===== config.mk =====
export PLATFORM = sky130hd
export DESIGN_NAME = instr_encoder
export DESIGN_NICKNAME = d
export VERILOG_FILES = /design/src/rtl/instr_encoder.sv
export SDC_FILE = /design/constraint.sdc
export NUM_CORES = 1
export LEC_CHECK = 0
export CAP_MARGIN = 10
export CORE_MARGIN = 3
export CORE_UTILIZATION = 43
export DETAILED_ROUTE_END_ITERATION = 16
export PLACE_DENSITY = 0.79
export SLEW_MARGIN = 10
export SYNTH_ARGS = -nofsm -noshare
export SYNTH_HDL_FRONTEND = slang
export SYNTH_SLANG_ARGS = --single-unit

===== constraint.sdc =====
create_clock -name clk -period 2.5 [get_ports clk]
set_input_delay 0.625 -clock clk [delete_from_list [all_inputs] [get_ports clk]]
set_output_delay 0.625 -clock clk [all_outputs]
set_load 0.01 [all_outputs]

===== src/rtl/instr_encoder.sv =====
// Encodes symbolic instruction requests into 16-bit control-unit words and
// streams them into instruction memory, rejecting requests that cannot be encoded.
module instr_encoder #(
  parameter int DEPTH  = 256,
  parameter int ADDR_W = 8
) (
  input  logic              clk,
  input  logic              reset,
  input  logic              flush,
  input  logic              req_valid,
  output logic              req_ready,
  input  logic [2:0]        req_kind,
  input  logic [2:0]        req_alu_sel,
  input  logic [2:0]        req_rs,
  input  logic [2:0]        req_rt,
  input  logic [2:0]        req_rd,
  input  logic [11:0]       req_imm,
  output logic              imem_we,
  output logic [ADDR_W-1:0] imem_addr,
  output logic [15:0]       imem_wdata,
  output logic              err_valid,
  output logic [1:0]        err_code,
  output logic [ADDR_W:0]   word_count,
  output logic              full
);

  localparam logic [ADDR_W:0] DEPTH_C = (ADDR_W+1)'(DEPTH);

  function automatic logic [15:0] encode_word(
    input logic [2:0]  kind,
    input logic [2:0]  sel,
    input logic [2:0]  rs,
    input logic [2:0]  rt,
    input logic [2:0]  rd,
    input logic [11:0] imm
  );
    logic [15:0] word;
    case (kind)
      3'd0:    word = {4'b0000, rs, rt, imm[5:0]};
      3'd1:    word = {4'b0001, rs, rt, imm[5:0]};
      3'd2:    word = {4'b0010 + {1'b0, sel}, rs, rt, rd, 3'b000};
      3'd3:    word = {4'b1011, rs, rt, imm[5:0]};
      3'd4:    word = {4'b1100, rs, rt, imm[5:0]};
      3'd5:    word = {4'b1101, imm};
      default: word = 16'h0000;
    endcase
    return word;
  endfunction

  logic              accept_s;
  logic              full_s;
  logic              imm_ok_s;
  logic              needs_imm_s;
  logic [1:0]        reject_code_s;
  logic              we_r;
  logic [ADDR_W-1:0] addr_r;
  logic [15:0]       wdata_r;
  logic              errv_r;
  logic [1:0]        code_r;
  logic [ADDR_W:0]   count_r;

  assign full_s   = (count_r == DEPTH_C);
  assign accept_s = req_valid && req_ready;

  // Request classification: illegal kind outranks an out-of-range offset
  always_comb begin
    reject_code_s = 2'd0;
    imm_ok_s      = ($signed(req_imm) >= -12'sd32) && ($signed(req_imm) <= 12'sd31);
    needs_imm_s   = (req_kind == 3'd0) || (req_kind == 3'd1) ||
                    (req_kind == 3'd3) || (req_kind == 3'd4);
    if (req_kind > 3'd5) begin
      reject_code_s = 2'd1;
    end else if (needs_imm_s && !imm_ok_s) begin
      reject_code_s = 2'd2;
    end else begin
      reject_code_s = 2'd0;
    end
  end

  // Single output stage plus the accepted-word counter
  always_ff @(posedge clk) begin
    if (reset) begin
      we_r    <= 1'b0;
      addr_r  <= '0;
      wdata_r <= 16'h0000;
      errv_r  <= 1'b0;
      code_r  <= 2'd0;
      count_r <= '0;
    end else begin
      we_r   <= accept_s && (reject_code_s == 2'd0);
      errv_r <= accept_s && (reject_code_s != 2'd0);
      if (accept_s && (reject_code_s == 2'd0)) begin
        addr_r  <= count_r[ADDR_W-1:0];
        wdata_r <= encode_word(req_kind, req_alu_sel, req_rs, req_rt, req_rd, req_imm);
      end
      if (accept_s && (reject_code_s != 2'd0)) begin
        code_r <= reject_code_s;
      end
      if (flush) begin
        count_r <= '0;
      end else if (accept_s && (reject_code_s == 2'd0)) begin
        count_r <= count_r + (ADDR_W+1)'(1);
      end
    end
  end

  // A reset landing on the cycle after an accept must suppress that write
  assign imem_we    = we_r && !reset;
  assign err_valid  = errv_r && !reset;
  assign imem_addr  = addr_r;
  assign imem_wdata = wdata_r;
  assign err_code   = code_r;
  assign word_count = count_r;
  assign full       = full_s;
  assign req_ready  = !full_s && !flush;

endmodule


==> out/metrics.json <==
{
  "ir_worst_vdd_v": 0.000214,
  "portBuffers": 69,
  "grt_pass1_wl_um": 8170,
  "clk_path_buf_depth": 2,
  "drt_total_wl_um": 4890,
  "fin_crit_ps": 2420,
  "startpoint_type": "input pin",
  "final_worst_path_period_share_pct": 96.6,
  "synth-compound-area-share_pct": 16.6,
  "maximum_number_of_pins_on_one_net_before_global_route_repair": 22,
  "chipHeight_um": 70.6,
  "tritoncts_clock_tree": "done",
  "power-per-cell-area_nw_per_um2": 433,
  "post_synth_mux_area_share_pct": 9.48,
  "final_instance_area_um2": 2820,
  "numCtsBuffers": 5,
  "syn-num-nets": 238,
  "ctsRootBufferMaster": "sky130_fd_sc_hd__clkbuf_8",
  "place_hpwl_um": 3750,
  "drt_first_iter_violations": 112,
  "total_leakage_power_nw": 1.21,
  "postSynthCellCount": 204,
  "critical_path_buf_inv_count": 2,
  "crit_path_start": "reset",
  "worst-r2r-cell-count": 7,
  "placement.cell_area_um2": 2720,
  "grt_setup_unrepaired": "false",
  "groute.usage.overall_pct": 20.2,
  "yosys_warnings": 0,
  "timing.reg2reg.setup_slack_ps": 510,
  "drt-wirelength-per-cell_um": 14.1,
  "holdCritPathClass": "reg2reg",
  "n_antenna_cell": 0,
  "timing.clock.skew_ps": 12.1,
  "initial_utilization_pct": 46.9,
  "async_reset_ff_share_pct": 0,
  "crit_slowest_cell": "sky130_fd_sc_hd__clkdlybuf4s50_1",
  "critical_path.most_common_cell": "sky130_fd_sc_hd__clkdlybuf4s50_1",
  "num_clock_sinks": 37,
  "timing.critical_path.max_delay_family": "buffers and inverters",
  "grt_pass1_vias": 1757,
  "layout.nets": 331,
  "syn_area_um2": 1790,
  "clk_latency_ps": 290,
  "endpoint_kind": "output port",
  "final_max_slew_viol_count": 0,
  "place_congestion": 0.830,
  "synth_enable_flop_cells": 0,
  "hold-path-cell-count": 2,
  "synth_simple_gate_area_share_pct": 22.6,
  "timing_worst_setup_path_type": "in2out",
  "cts-htree-levels": 2,
  "required_ps": 1880,
  "crit_path_max_fanout": 4,
  "r2r-end": "imem_wdata[13]",
  "number_of_setup_buffers_added_after_cts": 0,
  "outcome": "complete, no violations",
  "critical_path_arrival_ps": 1790,
  "drive_gt1_share_pct": 15.1,
  "cp_cell_sequence": "clkdlybuf4s50_1, nor2b_1, clkdlybuf4s50_1",
  "flop_and_latch_count_out_of_synthesis": 37,
  "synth_top_flop_cell": "sky130_fd_sc_hd__dfxtp_1",
  "fraction_of_the_mapped_netlist_area_in_adder_cells_pct": 2.09,
  "floorplan.die_area_um2": 4980,
  "syn2layout_area_growth_pct": 57.4,
  "firstDrtPassIters": 4,
  "remaining_drc_errors": 0,
  "antenna_found_initial": 0,
  "fmaxAchievable_mhz": 414,
  "num_vias": 1825,
  "timing.hold.ws_ps": 464,
  "cap_viol_max_count": 0,
  "synth_seq_area_share_pct": 41.3,
  "synth_cell_type_count": 39,
  "rows": 22,
  "hold_start": "err_code[1]",
  "hold_violations": 0,
  "min_delay_worst_endpoint": "err_code[1]",
  "syn_area_cell_um2": 8.80,
  "final-setup-viol-count": 0,
  "fillers": 323,
  "route.antenna.remaining_nets": 0,
  "tightest_slew_ps": 431,
  "critPathMaxStageDelay_ps": 550,
  "largest_family_of_logic_cells_by_synthesized_area": "simple AND/OR/NAND/NOR gates",
  "setup-tns-final_ps": 0,
  "synth_xor_xnor_area_share_pct": 2.44,
  "max_slew_headroom_pct": 71.2,
  "io_pins": 70,
  "worst_r2r_startpoint": "word_count[0]",
  "die_width_um": 70.6,
  "clk_pin_slew_worst_paths_ps": 70,
  "floorplan.core_area_um2": 3830,
  "grt_overflow_total": 0,
  "drt-vias-per-instance": 5.27
}
[registers in the layout (all words and copies together) (netlist names)]
signal,count
imem_addr,8
we_r,1
errv_r,1
imem_wdata,16
word_count,9
err_code,2
[placed cells by master (no fill, tap or decap), types with 2 or more instances in the layout]
cell type	synthesis	routed
sky130_fd_sc_hd__clkdlybuf4s50_1	0	66
sky130_fd_sc_hd__a2bb2oi_1	6	6
sky130_fd_sc_hd__nor2_1	26	26
sky130_fd_sc_hd__nor3_1	3	3
sky130_fd_sc_hd__dlygate4sd2_1	0	2
sky130_fd_sc_hd__or2_2	4	4
sky130_fd_sc_hd__inv_1	12	12
sky130_fd_sc_hd__nor2b_1	7	7
sky130_fd_sc_hd__a22oi_1	3	3
sky130_fd_sc_hd__dfxtp_1	37	37
sky130_fd_sc_hd__or3_1	3	3
sky130_fd_sc_hd__and3_1	3	3
sky130_fd_sc_hd__nand2b_1	2	2
sky130_fd_sc_hd__nand3_1	5	5
sky130_fd_sc_hd__a21oi_1	8	8
sky130_fd_sc_hd__nand2_1	8	8
sky130_fd_sc_hd__buf_4	2	29
sky130_fd_sc_hd__clkinvlp_4	0	2
sky130_fd_sc_hd__xor2_1	4	4
sky130_fd_sc_hd__clkbuf_8	0	5
sky130_fd_sc_hd__o22ai_1	9	9
sky130_fd_sc_hd__nand3b_1	3	3
sky130_fd_sc_hd__o2111ai_1	4	4
sky130_fd_sc_hd__ha_1	3	3
sky130_fd_sc_hd__mux2i_1	17	17
sky130_fd_sc_hd__o21ai_0	9	9
[kinds of logic (layout without fill, tap and decap cells)]
group           count (synthesis)  in the layout
xor+xnor                        5              5
compound gates                 44             44
mux                            17             17
fa+ha+maj                       3              3
simple gates                   74             74
flops                          37             37
buf+inv                        24            118
[what timing repair did]
action / CTS / global route
cloned: 0 / 0
hold buffers: 0 / 0
resized for setup: 5 / 2
setup endpoints to repair: 2 / 2
[power by group]
group | switching, mW | leakage [nW] | total, mW | internal (mW)
combinational | 0.0894 | 0.871 | 0.210 | 0.121
sequential | 0.00507 | 0.299 | 0.604 | 0.599
clock | 0.213 | 0.0374 | 0.409 | 0.196
total | 0.307 | 1.21 | 1.22 | 0.916
[cell type report]
cell class,instances,area [um^2],area share [%]
clock buffer,6,72.6,2.57
clock inverter,2,15.0,0.532
inverter,12,45.0,1.60
multi-input combinational,143,982,34.8
sequential,37,741,26.2
tap,48,60.1,2.13
timing repair buffer,98,908,32.2
[through the flow]
step                power (mW)  utilization (%)  cells  setup slack [ps]
floorplan                0.707                -    204               256
global placement         0.825             71.0    338              -164
detailed placement       0.827             71.0    338              -239
CTS                       1.24             73.7    346              25.4
global route              1.28             73.8    346              8.43
finish                    1.22             73.8    346              84.1
[routing by layer]
layer  wire [um]  track usage, %
met1        2160            25.9
met5           0               0
met3         266            4.40
met4          65            7.72
met2        2400            33.2
[cells in the mapped netlist, types with 4 or more instances]
cell,number,area [um^2]
sky130_fd_sc_hd__dfxtp_1,37,741
sky130_fd_sc_hd__nor2_1,26,97.6
sky130_fd_sc_hd__mux2i_1,17,170
sky130_fd_sc_hd__inv_1,12,45.0
sky130_fd_sc_hd__o21ai_0,9,45.0
sky130_fd_sc_hd__o22ai_1,9,56.3
sky130_fd_sc_hd__a21oi_1,8,40.0
sky130_fd_sc_hd__clkbuf_1,8,30.0
sky130_fd_sc_hd__nand2_1,8,30.0
sky130_fd_sc_hd__nor2b_1,7,43.8
sky130_fd_sc_hd__a2bb2oi_1,6,52.6
sky130_fd_sc_hd__nand3_1,5,25.0
sky130_fd_sc_hd__o2111ai_1,4,35.0
sky130_fd_sc_hd__or2_2,4,25.0
sky130_fd_sc_hd__xor2_1,4,35.0
[worst max-delay path by stage]
stage,slack [ps],cells after the start,end
2_1_floorplan,260,5,imem_wdata[13]
3_3_place_gp,-160,7,imem_wdata[14]
3_5_place_dp,-240,7,imem_wdata[14]
4_1_cts,30,3,imem_we
5_1_grt,8,3,err_valid
6_report,80,3,err_valid
[worst reg2reg max path: cells and delay by family, from the launching register on]
| kind | cells | cell delay, ps |
|---|---|---|
| AND/OR/NAND/NOR | 2 | 690 |
| AO/OA/AOI/OAI | 3 | 610 |
| flip-flops | 1 | 340 |
| adder cells (fa/ha/maj) | 1 | 210 |
| buffers and inverters | 1 | 70 |
Note: power is estimated with default switching activity, not from simulation.
==> patch 1 (config.mk and constraints unchanged) <==
The parameter `ADDR_W` goes from 8 to 9.
--- a/src/rtl/instr_encoder.sv
+++ b/src/rtl/instr_encoder.sv
@@ -2,7 +2,7 @@
 // streams them into instruction memory, rejecting requests that cannot be encoded.
 module instr_encoder #(
   parameter int DEPTH  = 256,
-  parameter int ADDR_W = 8
+  parameter int ADDR_W = 9
 ) (
   input  logic              clk,
   input  logic              reset,
Interface: changed (resized imem_addr and word_count); port bits go from 70 to 72. The function was not compared with the original's and may differ.
==> patch 1 against the original RTL <==
- cell count rose by 8.4%
- cell area rose by 4.4%
- setup slack got worse by 32 ps
- fmax fell by 1.3%
- power rose by 20%
- area after synthesis rose by 8.9%
- routed wire length rose by 14%
- sequential cell count rose by 2
- critical path type unchanged
- critical endpoint unchanged
- largest cell class unchanged
==> patch 1: results <==
export IMPL_final_cells=375
export IMPL_grt_max_degree=17
export IMPL_synth_yosys_seq_area_share=0.400
export IMPL_skew_ps=4.56
export IMPL_seq_power_share=0.436
export IMPL_ys_top_cells_by_area="dfxtp_1 40%, nand2_1 7.3%, a21oi_1 6.4%"
export IMPL_cts_resized=2
export IMPL_hpwlAfterDp_microns=4060
export IMPL_clkCellAreaFrac=0.0450
export IMPL_drive_gt1_frac=0.160
export IMPL_outcome="finished clean"
export IMPL_crit_arrival_ps=1820
export IMPL_vias=2029
export IMPL_ys_types=44
export IMPL_portBuffers=71
export IMPL_grt_pass1_wl_microns=9240
export IMPL_p_leak_uw=0.00108
export IMPL_buf_share=0.305
export IMPL_wl_microns=5600
export IMPL_place_area_sq_um=2800
export IMPL_relSlewSlack=0.755
export IMPL_gp_congestion=0.888
export IMPL_switching_share=0.221
export IMPL_dieArea_sq_um=5390
export IMPL_placed_cells=367
export IMPL_multi_input_cells=172
export IMPL_peakVddDrop_uv=457
export IMPL_inv_count=10
export IMPL_fin_nets=358
export IMPL_ff_latch_area_sq_um=781
[patch 1: cell count changes after synthesis, moves of 6 or more]
cell,before,now
a21oi_1,8,25
a2bb2oi_1,6,0
mux2i_1,17,0
nand2_1,8,38
nor3_2,0,10
o21ai_0,9,2
o22ai_1,9,3
[patch 1: kinds of logic after synthesis]
family,Yosys count,share of synthesized area
and+or+nand+nor,108,0.283
AOI/OAI and AO/OA,60,0.216
DFF,39,0.400
buffers and inverters,26,0.0775
adders and majority gates,3,0.0192
xor gates and xnor gates,1,0.00449
[patch 1: stage by stage]
| stage | power [uW] | setup slack, ps | utilization |
|---|---|---|---|
| 2_1_floorplan | 757 | 367 | - |
| 3_3_place_gp | 861 | -38.9 | 0.666 |
| 3_5_place_dp | 863 | -62.2 | 0.666 |
| 4_1_cts | 1480 | 38.0 | 0.699 |
| 5_1_grt | 1530 | 6.28 | 0.702 |
| 6_report | 1470 | 52.1 | 0.702 |
[patch 1: worst paths after layout]
check	slack (ps)	cells past startpoint	startpoint	endpoint
hold / removal	460	2	imem_wdata[0]	imem_wdata[0]
setup / recovery	50	3	reset	err_valid
hold reg to reg	460	2	imem_wdata[0]	imem_wdata[0]
setup reg to reg	510	7	word_count[0]	word_count[9]
[patch 1: metal layers]
| metal | track usage | routed length [microns] | part of all wire |
|---|---|---|---|
| met1 | 0.279 | 2440 | 0.44 |
| met2 | 0.373 | 2690 | 0.48 |
| met3 | 0.0424 | 410 | 0.073 |
| met4 | 0.0584 | 58 | 0.010 |
| met5 | 0 | 0 | 0 |
[patch 1: critical path, stage by stage]
cell and delay, ps:
clkdlybuf4s50_1 480, nor2b_1 150, clkdlybuf4s50_1 570
==> patch 2 (same settings) <==
Made on the original files. Reset style: asynchronous (`reset`), changed in one clocked block.
--- a/src/rtl/instr_encoder.sv
+++ b/src/rtl/instr_encoder.sv
@@ -78,7 +78,7 @@
   end
 
   // Single output stage plus the accepted-word counter
-  always_ff @(posedge clk) begin
+  always_ff @(posedge clk or posedge reset) begin
     if (reset) begin
       we_r    <= 1'b0;
       addr_r  <= '0;
Behaviour: differs if reset is asserted again (counterexample within 4 cycles, from zero or initial values and one cycle with reset high); with reset held inactive, the same outputs for 10 cycles.
==> patch 2 against the original RTL <==
- utilization rose by 0.96 points
- sequential cell count unchanged
- routed wire length shrank 0.18%
- area after synthesis down 2.2%
- die area shrank 2.0%
- largest power group unchanged
- power is 24% higher
- setup slack worse by 9.0 ps
- combinational power is 77% higher
- cell area rose by 0.58%
- critical endpoint is now word_count[0]
- fmax decreased by 0.37%
==> patch 2: results <==
export IMPL_syn_mean_instance_area_sq_um=9.81
export IMPL_hp_start="imem_wdata[7]"
export IMPL_async_flop_share=1.00
export IMPL_p_leak_uw=0.00126
export IMPL_grt_max_degree=38
export IMPL_reg2reg_depth=9
export IMPL_switching_share=0.260
export IMPL_grt_pass1_vias=1659
export IMPL_ys_types=37
export IMPL_synthAdderAreaFrac=0.0214
export IMPL_ys_top_cells_by_area="dfrtp_1 53%, o21ai_0 7.4%, nand2_1 5.1%"
export IMPL_drt_iter0_markers=79
export IMPL_cp_slowest_cell="or4_4"
export IMPL_syn_nets=213
export IMPL_combPwrFrac=0.244
export IMPL_crit_arrival_ps=2600
export IMPL_outcome="finished clean"
export IMPL_fin_nets=310
export IMPL_synth_compound_area_frac=0.184
export IMPL_rr_startpoint="word_count[0]"
export IMPL_placed_cells=317
export IMPL_fillers=287
export IMPL_grt_usage=0.201
export IMPL_peakVddDrop_uv=395
export IMPL_hpwlAfterDp_microns=3740
export IMPL_pg_seq_uw=695
export IMPL_r2r_slack_ps=440
export IMPL_synth_yosys_seq_area_share=0.527
export IMPL_gp_congestion=0.877
export IMPL_wl_microns=4880
export IMPL_synth_xor_area_frac=0.00499
export IMPL_r2r_end="imem_addr[3]"
export IMPL_overflow=0
export IMPL_cts_made_buffers=5
export IMPL_yosys_top_cells_count="37 x dfrtp_1, 26 x o21ai_0, 24 x nand2_1"
export IMPL_grt_pass1_wl_microns=7850
export IMPL_place_area_sq_um=2720
export IMPL_clkLatencyLatePin_ps=290
export IMPL_cp_max_fo=11
export IMPL_relSlewSlack=0.686
export IMPL_wl_per_cell_microns=15.0
export IMPL_worstHoldEndpoint="imem_wdata[7]"
export IMPL_via_per_inst=5.16
export IMPL_skew_ps=6.80
export IMPL_drive_gt1_frac=0.181
[patch 2: cell count changes in the layout (fill, tap and decap cells not counted), sizes merged, moves of 5 or more]
| cell | before | now |
|---|---|---|
| o21ai | 9 | 28 |
| mux2i | 17 | 2 |
| o22ai | 9 | 0 |
| dfrtp | 0 | 37 |
| mux2 | 0 | 5 |
| a2bb2oi | 6 | 0 |
| nor2b | 7 | 2 |
| dfxtp | 37 | 0 |
| a22oi | 3 | 9 |
| nand2 | 8 | 24 |
| nor2 | 26 | 4 |
[patch 2: how the worst max path moves through the flow]
stage	startpoint	end	slack, ps	depth (start not counted)
global route	req_imm[10]	word_count[0]	-10	8
detailed placement	req_imm[10]	word_count[6]	-270	6
finish	req_imm[10]	word_count[0]	80	8
global placement	req_imm[10]	word_count[6]	-220	6
floorplan	req_imm[10]	imem_addr[2]	310	5
CTS	req_imm[10]	word_count[6]	40	6
[patch 2: cell families (layout without fill, tap and decap cells)]
| kind of cell | after synthesis | in the layout |
|---|---|---|
| fa+ha+maj | 3 | 3 |
| xor+xnor | 1 | 1 |
| flops | 37 | 37 |
| compound gates | 55 | 55 |
| buf+inv | 18 | 116 |
| simple gates | 58 | 58 |
| mux | 7 | 7 |
[patch 2: repair_timing]
item                                    4_1_cts  5_1_grt
endpoints found under the setup margin        2        4
resized for setup                             6        2
pin swaps                                     0        1
[patch 2: worst max-delay path, delay by kind of cell]
kind	cells	cell delay (ps)
XOR/XNOR	1	140
buffers and inverters	3	740
AND/OR/NAND/NOR	3	870
AO/OA/AOI/OAI	1	210
[patch 2: layer usage]
metal | up-vias | share of wire | track usage
met2 | 39 | 0.51 | 0.338
met1 | 797 | 0.44 | 0.258
met3 | 9 | 0.037 | 0.0432
li1 | 832 | - | -
met5 | - | 0 | 0
met4 | 0 | 0.015 | 0.0638
[patch 2: area by class of cell]
type | count | area [sq um] | area share
Sequential cell | 37 | 926 | 0.326
Timing Repair Buffer | 99 | 926 | 0.326
Multi-Input combinational cell | 124 | 793 | 0.279
Clock buffer | 7 | 96.3 | 0.0339
Tap cell | 48 | 60.1 | 0.0211
Inverter | 9 | 33.8 | 0.0119
Clock inverter | 1 | 5.00 | 0.00176
[patch 2: per-stage QoR]
| stage | hold WS, ps | TNS (ps) | setup WS, ps | utilization |
|---|---|---|---|---|
| 6_report | 480 | 0 | 75.1 | 0.748 |
| 5_1_grt | 512 | -21.6 | -11.6 | 0.748 |
| 4_1_cts | 486 | 0 | 44.8 | 0.747 |
| 3_5_place_dp | 470 | -4230 | -273 | 0.715 |
| 3_3_place_gp | 461 | -3740 | -222 | 0.715 |
| 2_1_floorplan | 516 | 0 | 315 | - |
